===== config.mk =====
export PLATFORM = sky130hd
export DESIGN_NAME = err_compute_seq_flat
export DESIGN_NICKNAME = d
export VERILOG_FILES = /design/src/rtl/err_compute_if.sv /design/src/rtl/err_compute_seq.sv /design/src/flat_wrapper.sv
export SDC_FILE = /design/constraint.sdc
export NUM_CORES = 1
export LEC_CHECK = 0
export CAP_MARGIN = 30
export CORE_MARGIN = 2
export CORE_UTILIZATION = 50
export DETAILED_ROUTE_END_ITERATION = 10
export PLACE_DENSITY_LB_ADDON = 0.08
export SLEW_MARGIN = 20
export SYNTH_ARGS = -nofsm -noshare
export SYNTH_HDL_FRONTEND = slang
export SYNTH_SLANG_ARGS = --single-unit

===== constraint.sdc =====
create_clock -name clk -period 2.3 [get_ports clk]
set_input_delay 0.23 -clock clk [delete_from_list [all_inputs] [get_ports clk]]
set_output_delay 0.23 -clock clk [all_outputs]
set_load 0.02 [all_outputs]

===== src/rtl/err_compute_if.sv =====
// Sensor-to-PID handshake bundle for the line-follower error engine.
// The producer of start/clr/readings uses master; the engine uses slave.
interface err_compute_if #(
    parameter int PAIRS = 4,
    parameter int IR_W  = 12,
    parameter int ERR_W = 16
);
    logic                  start;
    logic                  clr;
    logic [PAIRS*IR_W-1:0] IR_R;
    logic [PAIRS*IR_W-1:0] IR_L;
    logic [ERR_W-1:0]      error;
    logic                  err_vld;
    logic                  busy;

    modport master (
        output start, clr, IR_R, IR_L,
        input  error, err_vld, busy
    );

    modport slave (
        input  start, clr, IR_R, IR_L,
        output error, err_vld, busy
    );
endinterface


===== src/rtl/err_compute_seq.sv =====
// Line-follower error engine: snapshots L/R sensor pairs, accumulates
// sum((L_k - R_k) * 2^(k*SHIFT_STEP)) over 2*PAIRS cycles, saturates to ERR_W.
module err_compute_seq #(
    parameter int PAIRS      = 4,
    parameter int IR_W       = 12,
    parameter int ERR_W      = 16,
    parameter int SHIFT_STEP = 1
) (
    input  logic          clk,
    input  logic          rst_n,
    err_compute_if.slave  bus
);
    localparam int ACC_W = IR_W + (PAIRS - 1) * SHIFT_STEP + 2;
    localparam int NOPS  = 2 * PAIRS;
    localparam int CNT_W = $clog2(NOPS);
    localparam int SAT_W = ((ACC_W > ERR_W) ? ACC_W : ERR_W) + 1;

    localparam logic [CNT_W-1:0] CNT_LAST = CNT_W'(NOPS - 1);
    localparam logic signed [SAT_W-1:0] ERR_MAX =
        {{(SAT_W - ERR_W + 1){1'b0}}, {(ERR_W - 1){1'b1}}};
    localparam logic signed [SAT_W-1:0] ERR_MIN =
        {{(SAT_W - ERR_W + 1){1'b1}}, {(ERR_W - 1){1'b0}}};

    typedef enum logic [1:0] {IDLE, ACCUM, DRAIN, DONE} state_t;

    state_t                   state_reg;
    state_t                   state_next;
    logic [PAIRS*IR_W-1:0]    ir_r_reg;
    logic [PAIRS*IR_W-1:0]    ir_l_reg;
    logic [CNT_W-1:0]         cnt_reg;
    logic signed [ACC_W-1:0]  s1_reg;
    logic signed [ACC_W-1:0]  acc_reg;
    logic [ERR_W-1:0]         error_reg;
    logic                     err_vld_reg;
    logic signed [ACC_W-1:0]  op_arr [NOPS];
    logic signed [SAT_W-1:0]  acc_ext;
    logic [ERR_W-1:0]         sat_next;

    // Operand i: even -> -R_(i/2), odd -> +L_(i/2), weighted by a constant shift.
    generate
        for (genvar gi = 0; gi < NOPS; gi++) begin : g_op
            logic [IR_W-1:0]  raw;
            logic [ACC_W-1:0] mag;
            if (gi % 2 == 0) begin : g_right
                assign raw        = ir_r_reg[(gi/2)*IR_W +: IR_W];
                assign mag        = ACC_W'(raw) << ((gi/2) * SHIFT_STEP);
                assign op_arr[gi] = -$signed(mag);
            end else begin : g_left
                assign raw        = ir_l_reg[(gi/2)*IR_W +: IR_W];
                assign mag        = ACC_W'(raw) << ((gi/2) * SHIFT_STEP);
                assign op_arr[gi] = $signed(mag);
            end
        end
    endgenerate

    always_comb begin
        acc_ext = {{(SAT_W - ACC_W){acc_reg[ACC_W-1]}}, acc_reg};
        if (acc_ext > ERR_MAX) begin
            sat_next = ERR_MAX[ERR_W-1:0];
        end else if (acc_ext < ERR_MIN) begin
            sat_next = ERR_MIN[ERR_W-1:0];
        end else begin
            sat_next = acc_ext[ERR_W-1:0];
        end
    end

    always_ff @(posedge clk or negedge rst_n) begin
        if (!rst_n) begin
            state_reg <= IDLE;
        end else begin
            state_reg <= state_next;
        end
    end

    always_comb begin
        state_next = state_reg;
        if (bus.clr) begin
            state_next = IDLE;
        end else begin
            case (state_reg)
                IDLE:    if (bus.start) state_next = ACCUM;
                ACCUM:   if (cnt_reg == CNT_LAST) state_next = DRAIN;
                DRAIN:   state_next = DONE;
                DONE:    state_next = IDLE;
                default: state_next = IDLE;
            endcase
        end
    end

    // Stage 1 (s1_reg) selects the operand; stage 2 folds s1_reg into acc_reg.
    always_ff @(posedge clk or negedge rst_n) begin
        if (!rst_n) begin
            ir_r_reg    <= '0;
            ir_l_reg    <= '0;
            cnt_reg     <= '0;
            s1_reg      <= '0;
            acc_reg     <= '0;
            error_reg   <= '0;
            err_vld_reg <= 1'b0;
        end else if (bus.clr) begin
            cnt_reg     <= '0;
            s1_reg      <= '0;
            acc_reg     <= '0;
            error_reg   <= '0;
            err_vld_reg <= 1'b0;
        end else begin
            err_vld_reg <= 1'b0;
            case (state_reg)
                IDLE: begin
                    if (bus.start) begin
                        ir_r_reg <= bus.IR_R;
                        ir_l_reg <= bus.IR_L;
                        cnt_reg  <= '0;
                        s1_reg   <= '0;
                        acc_reg  <= '0;
                    end
                end
                ACCUM: begin
                    s1_reg  <= op_arr[cnt_reg];
                    acc_reg <= acc_reg + s1_reg;
                    if (cnt_reg != CNT_LAST) begin
                        cnt_reg <= cnt_reg + 1'b1;
                    end
                end
                DRAIN: begin
                    acc_reg <= acc_reg + s1_reg;
                end
                DONE: begin
                    error_reg   <= sat_next;
                    err_vld_reg <= 1'b1;
                end
                default: ;
            endcase
        end
    end

    assign bus.error   = error_reg;
    assign bus.err_vld = err_vld_reg;
    assign bus.busy    = (state_reg != IDLE);
endmodule


===== src/flat_wrapper.sv =====
// flat-port wrapper written by rule: the top's interface ports become plain ports
module err_compute_seq_flat 
#(
    parameter int PAIRS      = 4,
    parameter int IR_W       = 12,
    parameter int ERR_W      = 16,
    parameter int SHIFT_STEP = 1
)
  (clk, rst_n, bus_start, bus_clr, bus_IR_R, bus_IR_L, bus_error, bus_err_vld, bus_busy);
  err_compute_if #(.PAIRS(PAIRS), .IR_W(IR_W), .ERR_W(ERR_W)) bus_i ();
  input  logic clk;
  input  logic rst_n;
  input wire logic [$bits(bus_i.start)-1:0] bus_start;
  input wire logic [$bits(bus_i.clr)-1:0] bus_clr;
  input wire logic [$bits(bus_i.IR_R)-1:0] bus_IR_R;
  input wire logic [$bits(bus_i.IR_L)-1:0] bus_IR_L;
  output wire logic [$bits(bus_i.error)-1:0] bus_error;
  output wire logic [$bits(bus_i.err_vld)-1:0] bus_err_vld;
  output wire logic [$bits(bus_i.busy)-1:0] bus_busy;
  assign bus_i.start = bus_start;
  assign bus_i.clr = bus_clr;
  assign bus_i.IR_R = bus_IR_R;
  assign bus_i.IR_L = bus_IR_L;
  assign bus_error = bus_i.error;
  assign bus_err_vld = bus_i.err_vld;
  assign bus_busy = bus_i.busy;
  err_compute_seq #(.PAIRS(PAIRS), .IR_W(IR_W), .ERR_W(ERR_W), .SHIFT_STEP(SHIFT_STEP)) u_core (.clk(clk), .rst_n(rst_n), .bus(bus_i));
endmodule

==> flow_metrics.env, run 1 <==
export IMPL_fin_crit_sh_pct=99.1
export IMPL_num_antenna_cells=0
export IMPL_globalplace_congestion=0.949
export IMPL_rsz0062_at_grt="true"
export IMPL_tns_ns=0
export IMPL_syn_area_um2=8320
export IMPL_drt_wirelength_per_cell_um=19.3
export IMPL_power_share_sequential_pct=38.4
export IMPL_synth_area_leaders="sky130_fd_sc_hd__dfrtp_1 46%, sky130_fd_sc_hd__mux2_2 13%, sky130_fd_sc_hd__mux4_2 4.6%"
export IMPL_io_buffer_count=117
export IMPL_master_cell_of_the_clock_root_buffer="sky130_fd_sc_hd__clkbuf_16"
export IMPL_fraction_of_final_layout_cells_with_drive_strength_greater_than_1_pct=25.2
export IMPL_die_height_um=133
export IMPL_power_density_cell_area_nw_per_um2=1140
export IMPL_final_instance_count_excl_fill=1168
export IMPL_via_density_per_instance=5.67
export IMPL_power_share_clock_pct=22.8
export IMPL_cp_start_kind="flop"
export IMPL_power_leakage_nw=4.53
export IMPL_vdd_drop_max_uv=591
export IMPL_drt_iter0_drc=471
export IMPL_cts_reportedPaths_clkPinSlew_ns=0.06
export IMPL_ctsLongestPathBuffers=2
export IMPL_power_switching_fraction_pct=35.8
export IMPL_ioPinCount=118
export IMPL_finalSetupViolCount=0
export IMPL_post_layout_instance_area_um2=10900
export IMPL_seqCellArea_um2=3800
export IMPL_seq_area_frac_synth_pct=45.7
export IMPL_worst_ep_arrival_time_ns=2.59
export IMPL_detail_route_first_pass_iterations=7
export IMPL_postRouteWirelength_um=22500
export IMPL_power_switching_mw=4.45
export IMPL_worst_r2r_path_depth=6
export IMPL_dp_cells=1130
export IMPL_clock_sink_count=152
export IMPL_dp_slack_ns=-0.0250
export IMPL_max_freq_ghz=0.439
export IMPL_n_fill_cell=1253
export IMPL_critPathKind="flop to flop"
export IMPL_synth_lib_cells_used_distinct=54
export IMPL_mapped_nets=894
export IMPL_final_max_slew_violation_count=0
export IMPL_maxCapViolCount=0
export IMPL_drc=0
export IMPL_synth_common_cells="152 x sky130_fd_sc_hd__dfrtp_1, 98 x sky130_fd_sc_hd__mux2_2, 70 x sky130_fd_sc_hd__nand2_1"
export IMPL_worst_pin_slew_ns=0.722
export IMPL_multiInputGateArea_um2=4420
export IMPL_rows=47
export IMPL_internal_power_mw=7.97
export IMPL_global_route_wire_length_before_repair_um=36300
export IMPL_floorplan_initialDensity_pct=50.7
export IMPL_total_nets_final=1062
export IMPL_netlist_instances=767
export IMPL_grt_max_degree=50
export IMPL_clock_buffer_count_from_cts=17
export IMPL_first_global_vias=6742
export IMPL_setup_worst_path_end_class="flop"
export IMPL_synthesis_area_per_instance_um2=10.8
export IMPL_area_growth_syn_to_layout_pct=31.2
export IMPL_die_footprint_um2=17700
export IMPL_grt_util_all_layers_pct=26.6
export IMPL_timing_hold_violations_final=0
export IMPL_timing_critical_path_fanout_max=3
export IMPL_final_setup_skew_ns=0.00714
export IMPL_ys_seq_elements=152
export IMPL_postPlaceCellArea_um2=10200
export IMPL_worst_slew_margin_rel_pct=51.8
export IMPL_synth_top_area_share_pct=45.7
export IMPL_die_width_um=133
export IMPL_clock_tree_from_tritoncts="built"
export IMPL_period_needed_ns=2.28
export IMPL_synthMostInstantiatedCell="sky130_fd_sc_hd__dfrtp_1"
export IMPL_clock_insertion_delay_worst_skew_ns=0.42
export IMPL_ys_dominant_reg_cell="sky130_fd_sc_hd__dfrtp_1"
export IMPL_grt_ovfl_total=0
export IMPL_synth_yosys_warnings=0
export IMPL_fin_ws_ns=0.0196
export IMPL_core_um2=16400
export IMPL_synth_enable_flop_cells=0
export IMPL_combinationalPowerShare_pct=38.9
export IMPL_hold_path_class="input pin to async pin"
export IMPL_synth_async_reset_ratio_pct=100
export IMPL_status="finished clean"
export IMPL_total_via_count_after_detailed_routing=6626
export IMPL_post_detailed_placement_half_perimeter_wirelength_um=17000
export IMPL_htreeDepth=4
export IMPL_netlist_top_cell_by_area="sky130_fd_sc_hd__dfrtp_1"
export IMPL_drtAntennaViolNets=0
export IMPL_worst_ep_required_time_ns=2.61
export IMPL_antenna_violations_before_repair=0
[power groups by stage]
stage	Clock [mW]	Combinational (mW)	Sequential, mW
4_1_cts	2.87	4.79	4.73
5_1_grt	2.99	5.24	4.91
3_3_place_gp	0	4.60	4.71
2_1_floorplan	0	3.07	4.46
6_report	2.83	4.83	4.77
3_5_place_dp	0	4.73	4.76
[what timing repair did]
action                                 CTS  global route
setup endpoints to repair                4            13
pin swaps                                3             9
endpoints found under the hold margin   45             0
setup buffers                            1             4
hold buffers                             1             0
resized for setup                        6            19
[cells by family after synthesis]
logic type	share of synthesized area [%]
xor gates and xnor gates	4.42
and+or+nand+nor	13.0
muxes	19.2
AOI/OAI and AO/OA	10.9
adders and majority gates	4.27
DFF	45.7
buffers and inverters	2.50
[path summary, 6_finish.rpt]
kind,slack (ns),to,from
max,0.02,u_core.s1_reg[9],u_core.ir_r_reg[18]
min,0.31,u_core.bus.error[2],rst_n
max reg2reg,0.02,u_core.s1_reg[9],u_core.ir_r_reg[18]
min reg2reg,0.50,u_core.ir_l_reg[5],u_core.ir_l_reg[5]
max in group asynchronous,1.23,u_core.ir_r_reg[39],rst_n
min in group clk,0.41,u_core.ir_r_reg[10],bus_IR_R[10]
[per-stage QoR]
step | hold WS, ns | utilization, % | power, mW
after floorplan | -0.0656 | - | 7.53
after global placement | 0.203 | 61.9 | 9.31
after detailed placement | 0.203 | 61.9 | 9.49
after CTS | 0.323 | 65.8 | 12.4
after global routing | 0.348 | 66.5 | 13.1
final | 0.313 | 66.5 | 12.4
[critical path: stages (launching register included)]
cell                      delay, ns
sky130_fd_sc_hd__dfrtp_1       0.38
sky130_fd_sc_hd__or4_4         0.56
sky130_fd_sc_hd__or3_4         0.35
sky130_fd_sc_hd__xor2_1        0.16
sky130_fd_sc_hd__mux4_2        0.47
sky130_fd_sc_hd__a22oi_1       0.20
sky130_fd_sc_hd__nand2_1       0.07
[routing by layer]
layer	wire (um)	part of all wire, %	up-vias	GRT usage (%)
li1	-	-	3128	-
met1	9750	43	3252	35.5
met2	11000	49	210	43.2
met5	0	0	-	0
met4	607	2.7	0	9.44
met3	1190	5.3	36	5.56
[layout make-up]
| class | count | share of cell area [%] |
|---|---|---|
| multi-input cells | 560 | 40.5 |
| well taps | 220 | 2.52 |
| inverters | 21 | 0.723 |
| clock buffers | 20 | 4.19 |
| clock inverters | 12 | 1.32 |
| repair buffers | 183 | 15.9 |
| flip-flops and latches | 152 | 34.9 |
[placed cells by master, fill, tap and decap left out, drive strengths merged, types with 7 or more instances in the layout]
cell type      count
o21ai             38
xnor2             25
nand2b            10
or3                7
ha                26
clkdlybuf4s50    116
buf               66
o211ai            23
nand3             16
inv               23
a22oi              7
nor2b              7
nor2              66
dfrtp            152
clkbuf            20
a21oi             24
nor4              13
nor3              12
mux4              17
nand2             70
mux2i             11
mux2              98
xor2              17
(Power assumes the default switching activity.)
==> run 2, diff against run 1 <==
Settings changed: TNS_END_PERCENT from default to 10.
==> run 2 against run 1 <==
Effect of this change:
- the flow now finishes with violations (negative setup slack)
- clock power about the same
- wire length shrank 1.2%
- worst setup slack got worse by 0.020 ns
- clock skew about the same
- first-iteration DRC count up 6.2%
- largest cell class unchanged
- largest power group unchanged
==> flow_metrics.env, run 2 (synthesis results as in run 1) <==
export IMPL_clock_buffer_count_from_cts=17
export IMPL_n_fill_cell=1261
export IMPL_core_um2=16400
export IMPL_floorplan_initialDensity_pct=50.7
export IMPL_detailroute_wirelength_met2_um=10800
export IMPL_timing_critical_path_fanout_max=5
export IMPL_worst_ep_arrival_time_ns=2.61
export IMPL_first_global_vias=6732
export IMPL_ctsLongestPathBuffers=2
export IMPL_post_detailed_placement_half_perimeter_wirelength_um=17000
export IMPL_final_setup_skew_ns=0.00721
export IMPL_die_height_um=133
export IMPL_globalplace_congestion=0.949
export IMPL_timing_critical_path_slowest_cell_delay_ns=0.56
export IMPL_fin_crit_sh_pct=100
export IMPL_failed_checks="negative setup slack"
export IMPL_fin_ws_ns=-0.0000522
export IMPL_total_via_count_after_detailed_routing=6588
export IMPL_setup_worst_path_end_class="flop"
export IMPL_worst_r2r_setup_slack_ns=-0.00005
export IMPL_power_leakage_nw=4.50
export IMPL_io_buffer_count=117
export IMPL_layout_common_cells="151 x sky130_fd_sc_hd__dfrtp_1, 116 x sky130_fd_sc_hd__clkdlybuf4s50_1, 98 x sky130_fd_sc_hd__mux2_2"
export IMPL_clock_sink_count=152
export IMPL_rows=47
export IMPL_path_cells="or4_4, or3_4, xor2_1, mux4_2, a22oi_1, nand2_1"
export IMPL_worst_path_max_delay_cell="sky130_fd_sc_hd__or4_4"
export IMPL_global_route_wire_length_before_repair_um=36300
export IMPL_grt_max_degree=50
export IMPL_grt_ovfl_total=0
export IMPL_drt_wirelength_per_cell_um=19.1
export IMPL_final_max_slew_violation_count=0
export IMPL_master_cell_of_the_clock_root_buffer="sky130_fd_sc_hd__clkbuf_16"
export IMPL_finalSetupViolCount=1
export IMPL_final_common_cell="sky130_fd_sc_hd__dfrtp_1"
export IMPL_critPathKind="flop to flop"
export IMPL_area_growth_syn_to_layout_pct=30.4
export IMPL_ioPinCount=118
export IMPL_cts_reportedPaths_clkPinSlew_ns=0.06
export IMPL_rsz0062_at_grt="true"
export IMPL_vdd_drop_max_uv=590
export IMPL_power_density_cell_area_nw_per_um2=1140
export IMPL_clock_tree_from_tritoncts="built"
export IMPL_die_footprint_um2=17700
export IMPL_status="finished with violations"
export IMPL_drt_iter0_drc=500
export IMPL_detail_route_first_pass_iterations=7
export IMPL_maxCapViolCount=0
export IMPL_clock_insertion_delay_worst_skew_ns=0.42
export IMPL_critical_path_n_buffers_inverters=0
export IMPL_antenna_violations_before_repair=0
export IMPL_via_density_per_instance=5.66
export IMPL_drt_met1_wl_um=9780
export IMPL_die_width_um=133
export IMPL_max_freq_ghz=0.435
export IMPL_cpLargestDelayFamily="simple AND/OR/NAND/NOR gates"
export IMPL_seqCellArea_um2=3800
export IMPL_total_nets_final=1057
export IMPL_worst_ep_required_time_ns=2.61
export IMPL_drtAntennaViolNets=0
export IMPL_period_needed_ns=2.30
export IMPL_num_antenna_cells=0
export IMPL_report_power_total_mw=12.4
export IMPL_final_core_utilization_pct=66.1
export IMPL_postRouteWirelength_um=22300
export IMPL_worst_pin_slew_ns=0.671
export IMPL_dr_wl_met3_um=1110
export IMPL_worst_slew_margin_rel_pct=55.3
export IMPL_multiInputGateArea_um2=4390
export IMPL_fraction_of_final_layout_cells_with_drive_strength_greater_than_1_pct=24.5
export IMPL_cp_start_kind="flop"
export IMPL_htreeDepth=4
export IMPL_timing_hold_violations_final=0
export IMPL_hold_path_class="input pin to async pin"
export IMPL_highest_layer="met4"
export IMPL_cts_repair_timing_setup_buffer_count=0
export IMPL_drc=0
export IMPL_grt_util_all_layers_pct=26.5
==> run 2: power breakdown <==
| group | internal, mW | switching, mW | total [mW] |
|---|---|---|---|
| Sequential | 3.73 | 1.03 | 4.76 |
| Combinational | 2.55 | 2.25 | 4.80 |
| Clock | 1.67 | 1.17 | 2.84 |
==> run 2: final timing paths <==
| kind | startpoint | endpoint | depth (start not counted) |
|---|---|---|---|
| max in group asynchronous | rst_n | u_core.ir_r_reg[37] | 3 |
| worst min-delay path | rst_n | u_core.bus.error[2] | 2 |
| worst min register to register | u_core.ir_l_reg[5] | u_core.ir_l_reg[5] | 1 |
| worst max-delay path | u_core.ir_r_reg[18] | u_core.s1_reg[9] | 6 |
| min in group clk | bus_IR_R[10] | u_core.ir_r_reg[10] | 2 |
| worst max register to register | u_core.ir_r_reg[18] | u_core.s1_reg[9] | 6 |
==> run 2: repair_timing <==
item	4_1_cts	5_1_grt
pin swaps	2	1
gates resized for setup	6	14
endpoints found under the setup margin	4	13
hold endpoints to repair	45	0
hold buffers	1	0
==> run 2: area by class of cell <==
class / count / area share [%]
well taps: 220 / 2.54
multi-input cells: 560 / 40.5
clock inverters: 12 / 1.33
flip-flops and latches: 152 / 35.1
inverters: 21 / 0.727
clock buffers: 20 / 4.21
repair buffers: 178 / 15.6
==> run 2: layer usage <==
metal | global-route usage [%] | up-vias
met3 | 5.56 | 33
met4 | 9.44 | 0
met5 | 0 | -
met2 | 43.0 | 194
met1 | 35.5 | 3243
li1 | - | 3118
==> run 2: stage by stage <==
stage	std cells	setup TNS (ns)	area, um^2	hold slack (ns)	setup slack, ns
floorplan	767	0	8330	-0.0656	0.0452
global placement	1130	0	10200	0.203	0.0393
detailed placement	1130	-0.0337	10200	0.203	-0.0250
CTS	1163	-0.00670	10800	0.323	-0.00670
global route	1163	-0.103	10800	0.348	-0.0364
finish	1163	-0.0000522	10800	0.311	-0.0000522
